[src/rtl/otp_auth_ctrl.sv]
// OTP authenticator sequencer: free-running LFSR, OTP capture, two-digit entry,
// attempt limiting with lockout, and a registered two-digit seven-segment scan.
`timescale 1ns/1ps
module otp_auth_ctrl #(
   parameter int          SCAN_DIV      = 4,
   parameter int          MAX_TRIES     = 3,
   parameter int          LOCK_CYCLES   = 16,
   parameter int          RESULT_CYCLES = 8,
   parameter logic [7:0]  LFSR_SEED     = 8'hB7
) (
   input  logic       clk,
   input  logic       reset_n,
   input  logic       otp_latch,
   input  logic       user_latch,
   input  logic [3:0] user_in,
   output logic [6:0] lfsr_out,
   output logic [6:0] user_out,
   output logic [1:0] an,
   output logic       auth_ok,
   output logic       auth_fail,
   output logic       locked
);

   localparam int TW   = $clog2(MAX_TRIES + 1);
   localparam int TMAX = (LOCK_CYCLES > RESULT_CYCLES) ? LOCK_CYCLES : RESULT_CYCLES;
   localparam int CW   = $clog2(TMAX + 1);
   localparam int SW   = $clog2(SCAN_DIV);

   typedef enum logic [2:0] {
      S_IDLE, S_ENTRY_HI, S_ENTRY_LO, S_CHECK, S_PASS, S_FAIL, S_LOCKOUT
   } state_t;

   state_t          r_state, w_state_nxt;
   logic [7:0]      r_q;
   logic            r_otp_prev, r_user_prev;
   logic [7:0]      r_otp, w_otp_nxt;
   logic [3:0]      r_hi, w_hi_nxt, r_lo, w_lo_nxt;
   logic            r_hi_vld, w_hi_vld_nxt, r_lo_vld, w_lo_vld_nxt;
   logic [TW-1:0]   r_tries, w_tries_nxt, w_tries_inc;
   logic [CW-1:0]   r_timer, w_timer_nxt;
   logic [SW-1:0]   r_scan;
   logic            r_sel;
   logic [1:0]      r_an;
   logic [6:0]      r_lfsr_seg, r_user_seg, w_lfsr_seg, w_user_seg;
   logic            w_otp_rise, w_user_rise, w_lfsr_fb;

   function automatic logic [6:0] seg7(input logic [3:0] d);
      logic [6:0] s;
      s = 7'h7F;
      case (d)
         4'h0: s = 7'b1000000;  4'h1: s = 7'b1111001;
         4'h2: s = 7'b0100100;  4'h3: s = 7'b0110000;
         4'h4: s = 7'b0011001;  4'h5: s = 7'b0010010;
         4'h6: s = 7'b0000010;  4'h7: s = 7'b1111000;
         4'h8: s = 7'b0000000;  4'h9: s = 7'b0010000;
         4'hA: s = 7'b0001000;  4'hB: s = 7'b0000011;
         4'hC: s = 7'b1000110;  4'hD: s = 7'b0100001;
         4'hE: s = 7'b0000110;  4'hF: s = 7'b0001110;
         default: s = 7'h7F;
      endcase
      return s;
   endfunction

   assign w_otp_rise  = otp_latch & ~r_otp_prev;
   assign w_user_rise = user_latch & ~r_user_prev;
   assign w_lfsr_fb   = r_q[7] ^ r_q[5] ^ r_q[4] ^ r_q[3];
   assign w_tries_inc = r_tries + TW'(1);

   // NOTE: every combinational output gets a default first so no path infers a latch.
   always_comb begin
      w_state_nxt  = r_state;
      w_otp_nxt    = r_otp;
      w_hi_nxt     = r_hi;
      w_lo_nxt     = r_lo;
      w_hi_vld_nxt = r_hi_vld;
      w_lo_vld_nxt = r_lo_vld;
      w_tries_nxt  = r_tries;
      w_timer_nxt  = r_timer;
      case (r_state)
         S_IDLE, S_ENTRY_HI, S_ENTRY_LO, S_PASS, S_FAIL: begin
            if (w_otp_rise) begin
               w_otp_nxt    = r_q;
               w_hi_vld_nxt = 1'b0;
               w_lo_vld_nxt = 1'b0;
               w_state_nxt  = S_ENTRY_HI;
            end else if (r_state == S_ENTRY_HI && w_user_rise) begin
               w_hi_nxt     = user_in;
               w_hi_vld_nxt = 1'b1;
               w_state_nxt  = S_ENTRY_LO;
            end else if (r_state == S_ENTRY_LO && w_user_rise) begin
               w_lo_nxt     = user_in;
               w_lo_vld_nxt = 1'b1;
               w_state_nxt  = S_CHECK;
            end else if (r_state == S_PASS || r_state == S_FAIL) begin
               if (r_timer == '0) begin
                  w_state_nxt  = S_IDLE;
                  w_hi_vld_nxt = 1'b0;
                  w_lo_vld_nxt = 1'b0;
               end else begin
                  w_timer_nxt = r_timer - CW'(1);
               end
            end
         end
         S_CHECK: begin
            if ({r_hi, r_lo} == r_otp) begin
               w_state_nxt = S_PASS;
               w_tries_nxt = '0;
               w_timer_nxt = CW'(RESULT_CYCLES - 1);
            end else if (w_tries_inc == TW'(MAX_TRIES)) begin
               w_state_nxt = S_LOCKOUT;
               w_tries_nxt = '0;
               w_timer_nxt = CW'(LOCK_CYCLES - 1);
            end else begin
               w_state_nxt = S_FAIL;
               w_tries_nxt = w_tries_inc;
               w_timer_nxt = CW'(RESULT_CYCLES - 1);
            end
         end
         S_LOCKOUT: begin
            if (r_timer == '0) begin
               w_state_nxt  = S_IDLE;
               w_hi_vld_nxt = 1'b0;
               w_lo_vld_nxt = 1'b0;
            end else begin
               w_timer_nxt = r_timer - CW'(1);
            end
         end
         default: w_state_nxt = S_IDLE;
      endcase
   end

   // sel=0 drives an[0] low, so it shows the low nibble.
   always_comb begin
      w_lfsr_seg = 7'h7F;
      w_user_seg = 7'h7F;
      if (r_state != S_IDLE && r_state != S_LOCKOUT)
         w_lfsr_seg = seg7(r_sel ? r_otp[7:4] : r_otp[3:0]);
      if (r_sel && r_hi_vld)
         w_user_seg = seg7(r_hi);
      else if (!r_sel && r_lo_vld)
         w_user_seg = seg7(r_lo);
   end

   // NOTE: sequential state uses non-blocking assignments so every register samples pre-edge values.
   always_ff @(posedge clk or negedge reset_n) begin
      if (!reset_n) begin
         r_state     <= S_IDLE;
         r_q         <= LFSR_SEED;
         r_otp_prev  <= 1'b0;
         r_user_prev <= 1'b0;
         r_otp       <= '0;
         r_hi        <= '0;
         r_lo        <= '0;
         r_hi_vld    <= 1'b0;
         r_lo_vld    <= 1'b0;
         r_tries     <= '0;
         r_timer     <= '0;
         r_scan      <= '0;
         r_sel       <= 1'b0;
         r_an        <= 2'b11;
         r_lfsr_seg  <= 7'h7F;
         r_user_seg  <= 7'h7F;
      end else begin
         r_state     <= w_state_nxt;
         r_q         <= {r_q[6:0], w_lfsr_fb};
         r_otp_prev  <= otp_latch;
         r_user_prev <= user_latch;
         r_otp       <= w_otp_nxt;
         r_hi        <= w_hi_nxt;
         r_lo        <= w_lo_nxt;
         r_hi_vld    <= w_hi_vld_nxt;
         r_lo_vld    <= w_lo_vld_nxt;
         r_tries     <= w_tries_nxt;
         r_timer     <= w_timer_nxt;
         if (r_scan == SW'(SCAN_DIV - 1)) begin
            r_scan <= '0;
            r_sel  <= ~r_sel;
         end else begin
            r_scan <= r_scan + SW'(1);
         end
         r_an       <= r_sel ? 2'b01 : 2'b10;
         r_lfsr_seg <= w_lfsr_seg;
         r_user_seg <= w_user_seg;
      end
   end

   assign lfsr_out  = r_lfsr_seg;
   assign user_out  = r_user_seg;
   assign an        = r_an;
   assign auth_ok   = (r_state == S_PASS);
   assign auth_fail = (r_state == S_FAIL);
   assign locked    = (r_state == S_LOCKOUT);

endmodule

[config.mk]
export PLATFORM = sky130hd
export DESIGN_NAME = otp_auth_ctrl
export DESIGN_NICKNAME = d
export VERILOG_FILES = /design/src/rtl/otp_auth_ctrl.sv
export SDC_FILE = /design/constraint.sdc
export NUM_CORES = 1
export LEC_CHECK = 0
export BUFFER_PORTS_ARGS = -buffer_cell sky130_fd_sc_hd__buf_2
export CAP_MARGIN = 10
export CORE_MARGIN = 2
export CORE_UTILIZATION = 25
export DETAILED_ROUTE_END_ITERATION = 10
export MAX_ROUTING_LAYER = met4
export PLACE_DENSITY_LB_ADDON = 0.08
export REMOVE_ABC_BUFFERS = 1
export SLEW_MARGIN = 10
export SYNTH_ARGS = -nofsm -noshare
export SYNTH_HDL_FRONTEND = slang
export SYNTH_SLANG_ARGS = --single-unit
[constraint.sdc]
create_clock -name clk -period 2.2 [get_ports clk]
set_input_delay 0.22 -clock clk [delete_from_list [all_inputs] [get_ports clk]]
set_output_delay 0.22 -clock clk [all_outputs]
set_load 0.1 [all_outputs]
# Word-level counts from Yosys, hierarchy flattened
# Memories as Yosys holds them, arrays and structs flattened.
# Index checks and enable logic that the tools add are counted.
[classes]
n_addsub = 3
bitwise_logic = 10
eq_ne = 19
n_reduce_logical = 19
mux = 36
[ops]
columns = ["cell", "count"]
rows = [
  ["$mux 5", 5],
  ["$mux 7", 3],
  ["$mux 3", 5],
  ["$pmux 5 s3", 1],
  ["$mux 2", 6],
  ["$mux 4", 3],
  ["$ne 4x4->1 const B", 3],
  ["$mux 1", 10],
  ["$eq 3x3->1 const B", 3],
  ["$pmux 3 s3", 1],
  ["$reduce_and 3->1", 3],
  ["$eq 8x8->1", 1],
  ["$ne 2x2->1 const B", 4],
  ["$eq 3x2->1 const B", 2],
  ["$ne 3x3->1 const B", 2],
  ["$reduce_bool 3->1", 2],
  ["$logic_and 1x1->1", 5],
  ["$logic_not 5->1", 1],
  ["$ne 5x5->1 const B", 1],
  ["$not 1->1", 5],
  ["$reduce_and 5->1", 1],
  ["$reduce_or 5->1", 1],
  ["$sub 5x1->5 const B", 1],
  ["$add 2x1->2 const B", 2],
  ["other kinds (11)", 16],
]
[totals]
in_bits = 8
mem_count = 3
romBits = 336
reg_bits = 57
[memory_table]
columns = ["name", "depth", "width", "read_ports", "rd_ports_with_merged_regs", "wr", "line_no", "text"]
rows = [
  ["(name not given)", 16, 7, 1, 0, 0, "50", "case (d)"],
  ["(name not given)", 16, 7, 1, 0, 0, "50", ""],
  ["(name not given)", 16, 7, 1, 0, 0, "50", ""],
]

# Depth between registers and ports, before layout
[logic_depth]
depth_word = 7
depth_mapped = 7
mapped_depth_nobuf = 6

# Worst setup path before layout
# Ideal clock, no wire load.
[synth_timing]
kind = "flip-flop to output port"
from = "register r_state[2]"
to = "output auth_ok"
path_stages_with_launch = 3
arrival_ns = 2.865
n_path_buf = 1
path_slack_ns = -0.885
path_cell_list = "dfrtp_1 buf_2 nor3b_1"
[synth_via]
elab_chain_len = 1
[synth_lines]
columns = ["item", "line_no", "text"]
rows = [
  ["from (decl)", "33", "state_t r_state, w_state_nxt;"],
  ["from (signal assigned)", "164", "r_state <= w_state_nxt;"],
  ["$eq 3x3->1", "190", "assign auth_ok = (r_state == S_PASS);"],
  ["to (decl)", "19", "output logic auth_ok,"],
]
# Every way passes these cells.

# Worst setup path in the final report
# Same ends and word-level chain as after synthesis.

==> summary.log <==
[yosys] most instantiated flip-flop cell in the synthesis netlist sky130_fd_sc_hd__dfrtp_1
[clock_network] count of hold buffers inserted by post-cts repair 1
[worst_setup_path] largest fanout on the critical path 15
[clock_network] number of gates given a new drive strength after cts 0
[clock_network] Skew-Pair Late Insertion Delay 0.33 ns
[place] buffers added on ports 26
[floorplan] num rows 40
[route] initial DRC count 82
[route] Via-to-Cell Ratio 4.613
[finish] antenna fix cells 0
[floorplan] Die Height 114.7 um
[sta] worst setup margin 0.2523 ns
[status] result of the run finished, final reports clean
[sta] f_max 513.4 MHz
[sta] Max Slew Vio Count 0
[yosys] count of flip-flops with a built-in enable after synthesis 0
[finish] post-route design area 0.003717 sq mm
[route] wire length on met1 3404 um
[worst_setup_path] arrival time reported for the critical path endpoint 1.73 ns
[power_and_ir_drop] Max rail drop VDD 0.0005274 V
[sta] number of endpoints failing setup at the final stage 0
[sta] final period demand of the worst path 1.948 ns
[clock_network] # H-tree levels 3
[yosys] yosys warns 0
[global_routing] wire length of the first global-routing pass 11870 um
[global_routing] remaining global-route overflow 0
[place] placement-stage worst setup slack 0.3906 ns
[worst_setup_path] combined buffer and inverter count along the critical path 1
[sta] RSZ-0062 raised after global routing false
[worst_setup_path] CP peak stage delay 0.64 ns
[finish] number of standard cells in the final layout excluding fillers 462
[floorplan] area of the die 0.01315 sq mm
[worst_setup_path] Critical Path Slowest Stage Cell sky130_fd_sc_hd__dfrtp_1
[clock_network] clock buffer count from CTS 9
[hold_path] worst hold path class input pin to flip-flop
[yosys] number of synthesized register bits 57
[yosys] Seq/Total Area, Yosys 47.49%
[sta] relative slew slack 53.17%
[floorplan] initial standard-cell utilization of the core 25.60%
[worst_setup_path] nature of the critical path endpoint primary output
[finish] most frequent standard cell in the layout excluding fill and tap cells sky130_fd_sc_hd__dfrtp_1
[clock_network] post-CTS setup repair buffer count 0
[finish] post-layout util 31.08%
[global_routing] via count of the first global-routing pass 2190
[finish] filler cell count in the final layout 1252
[route] number of detailed-route iterations in the first pass 4
[finish] leading cell types in the layout, fill and taps excluded sky130_fd_sc_hd__dfrtp_1 (35), sky130_fd_sc_hd__buf_2 (26), sky130_fd_sc_hd__dfstp_2 (22)
[place] detailed placement HPWL 5181 um
[clock_network] Clock Pin Slew Worst Setup and Hold Paths 0.05 ns
[yosys] async set or reset register ratio after synthesis 100.0%
[finish] number of nets in the finished design 339
[floorplan] Horiz. Die Dim 114.7 um
[yosys] synthesized instance count 273
[sta] measured slew at the worst slew-check pin 0.6951 ns
[yosys] area of the mapped netlist 0.003062 sq mm
[finish] area added between synthesis and finish 21.41%
[route] routed wire length 7154 um
[clock_network] Clock Root Buffer sky130_fd_sc_hd__clkbuf_16
[route] total vias in the final route 2131
[global_routing] global-route total usage across every layer 12.57%
[worst_setup_path] kind of cell adding the most delay to the critical path flip-flops
[floorplan] top-level port count 27
[global_routing] largest net degree at the start of global routing 38
[sta] endpoints failing hold 0
[route] post-detailed-route wirelength per cell 15.48 um
[sta] final cycle utilization of the critical path 88.53%
[worst_setup_path] critical path, cell by cell nor3b_1, buf_2
[clock_network] Clock Tree Buf Depth 2
[run] count of maximum capacitance violations 0
[route] DRC viols 0
[place] routability congestion estimate from global placement 0.7946
[route] amount of wire on met3 after detailed routing 284 um
[yosys] Post-Syn Area per Cell 11.21 sq um
[worst_setup_path] Critical Path RT 1.98 ns
[place] post-detailed-placement cell area 0.003413 sq mm
[worst_setup_path] Worst Path Class, Setup flip-flop to primary output
[yosys] distinct cell type count of the synthesized netlist 48
[worst_setup_path] sort of element at the start of the critical path flip-flop
[clock_network] number of sinks driven by the clock tree 57
[place] Placed Instances 445
[finish] fraction of final layout cells sized beyond drive strength 1 32.06%
[floorplan] placeable core region 0.01196 sq mm
[clock_network] TritonCTS clock tree built
[sta] largest clock skew in the final design 0.006909 ns
[route] remaining antenna violation count 0
[route] top routing layer in use met4
[power_and_ir_drop] static leakage 1.644 nW
[power_and_ir_drop] power per unit of standard cell area 1518 mW/mm^2
[route] detailed route wirelength on metal2 3351 um
[global_routing] number of antenna violations at the first check in global routing 0
-- report_power, final --
group / internal [mW] / switching [mW] / total (mW)
logic: 0.801 / 1.80 / 2.61
clock network: 0.880 / 0.469 / 1.35
registers: 1.42 / 0.274 / 1.69
-- path summary, 6_finish.rpt --
| kind | start | to | slack, ns | cells past startpoint |
|---|---|---|---|---|
| max reg2reg | r_sel$_DFFE_PN0P_ | lfsr_out[4]$_DFF_PN1_ | 0.39 | 6 |
| max | r_state[2]$_DFFE_PN0P_ | auth_ok | 0.25 | 2 |
| min reg2reg | r_q[1]$_DFF_PN1_ | r_q[2]$_DFF_PN1_ | 0.37 | 0 |
| min in group asynchronous | reset_n | r_lo[2]$_DFFE_PN0N_ | 0.39 | 2 |
| max in group asynchronous | reset_n | r_q[1]$_DFF_PN1_ | 1.17 | 3 |
| min | otp_latch | r_otp_prev$_DFF_PN0_ | 0.02 | 1 |
-- cell type report --
| type | instances | area, sq um | area share (%) |
|---|---|---|---|
| Multi-Input combinational cell | 189 | 1498 | 40.29 |
| Sequential cell | 57 | 1454 | 39.11 |
| Clock buffer | 14 | 284.0 | 7.641 |
| Timing Repair Buffer | 37 | 227.7 | 6.126 |
| Tap cell | 147 | 183.9 | 4.948 |
| Inverter | 16 | 60.06 | 1.616 |
| Clock inverter | 2 | 10.01 | 0.2693 |
-- logic make-up after synthesis --
| logic type | count (synthesis) | synth area share [%] |
|---|---|---|
| adder cells (fa/ha/maj) | 21 | 8.582 |
| buffers and inverters | 27 | 3.596 |
| AO/OA/AOI/OAI | 58 | 13.28 |
| multiplexers | 31 | 11.85 |
| AND/OR/NAND/NOR | 65 | 11.20 |
| XOR/XNOR | 14 | 4.005 |
| flip-flops | 57 | 47.49 |
-- cell usage after synthesis (all sizes together), types with 2 or more instances --
cell | number | area (sq um)
o221ai | 5 | 43.79
clkbuf | 4 | 15.01
a211o | 3 | 26.28
o21ai | 17 | 85.08
mux2i | 10 | 103.9
inv | 16 | 60.06
and3 | 4 | 25.02
or3b | 2 | 17.52
o311ai | 4 | 35.04
buf | 7 | 35.03
o211ai | 4 | 30.03
and2 | 2 | 12.51
a31oi | 5 | 31.28
a221oi | 3 | 26.28
xnor2 | 12 | 105.1
nor2b | 4 | 25.02
o31ai | 3 | 22.52
nand3 | 2 | 10.01
mux4 | 2 | 45.04
ha | 21 | 262.8
o22a | 2 | 17.52
mux2 | 19 | 214.0
a211oi | 4 | 30.03
nor3 | 3 | 15.01
xor2 | 2 | 17.52
nor2 | 15 | 56.30
nand2 | 21 | 78.83
nand4 | 2 | 12.51
dfrtp | 35 | 875.8
a21oi | 4 | 23.77
dfstp | 22 | 578.1
nand2b | 2 | 12.51
-- routing by layer --
layer	GRT usage, %	vias to the layer above
li1	-	1055
met1	15.25	1034
met2	19.01	33
met3	4.500	9
met4	5.122	0
met5	-	-
-- stage by stage --
| step | hold WS, ns | power (mW) | setup TNS (ns) |
|---|---|---|---|
| final | 0.01840 | 5.643 | 0 |
| after global routing | 0.006073 | 6.037 | 0 |
| after CTS | 0.003555 | 5.731 | 0 |
| after detailed placement | 0.2300 | 4.337 | 0 |
| after global placement | 0.2271 | 4.349 | 0 |
| after floorplan | -0.07559 | 3.741 | -0.8348 |
-- registers in the layout, indices dropped and copies added, names as in the netlist, 3 cells and up --
name / flops
r_otp: 8
r_q: 8
lfsr_out: 7
user_out: 7
r_timer: 5
r_hi: 4
r_lo: 4
r_state: 3
-- worst reg2reg max path, stage by stage (launching register included) --
cell and delay (ns):
sky130_fd_sc_hd__dfrtp_1 0.48, sky130_fd_sc_hd__mux2_2 0.43, sky130_fd_sc_hd__inv_1 0.14, sky130_fd_sc_hd__ha_1 0.23, sky130_fd_sc_hd__nor2b_1 0.21, sky130_fd_sc_hd__a21oi_1 0.06, sky130_fd_sc_hd__o221ai_1 0.19
Note: power is estimated with default switching activity, not from simulation.
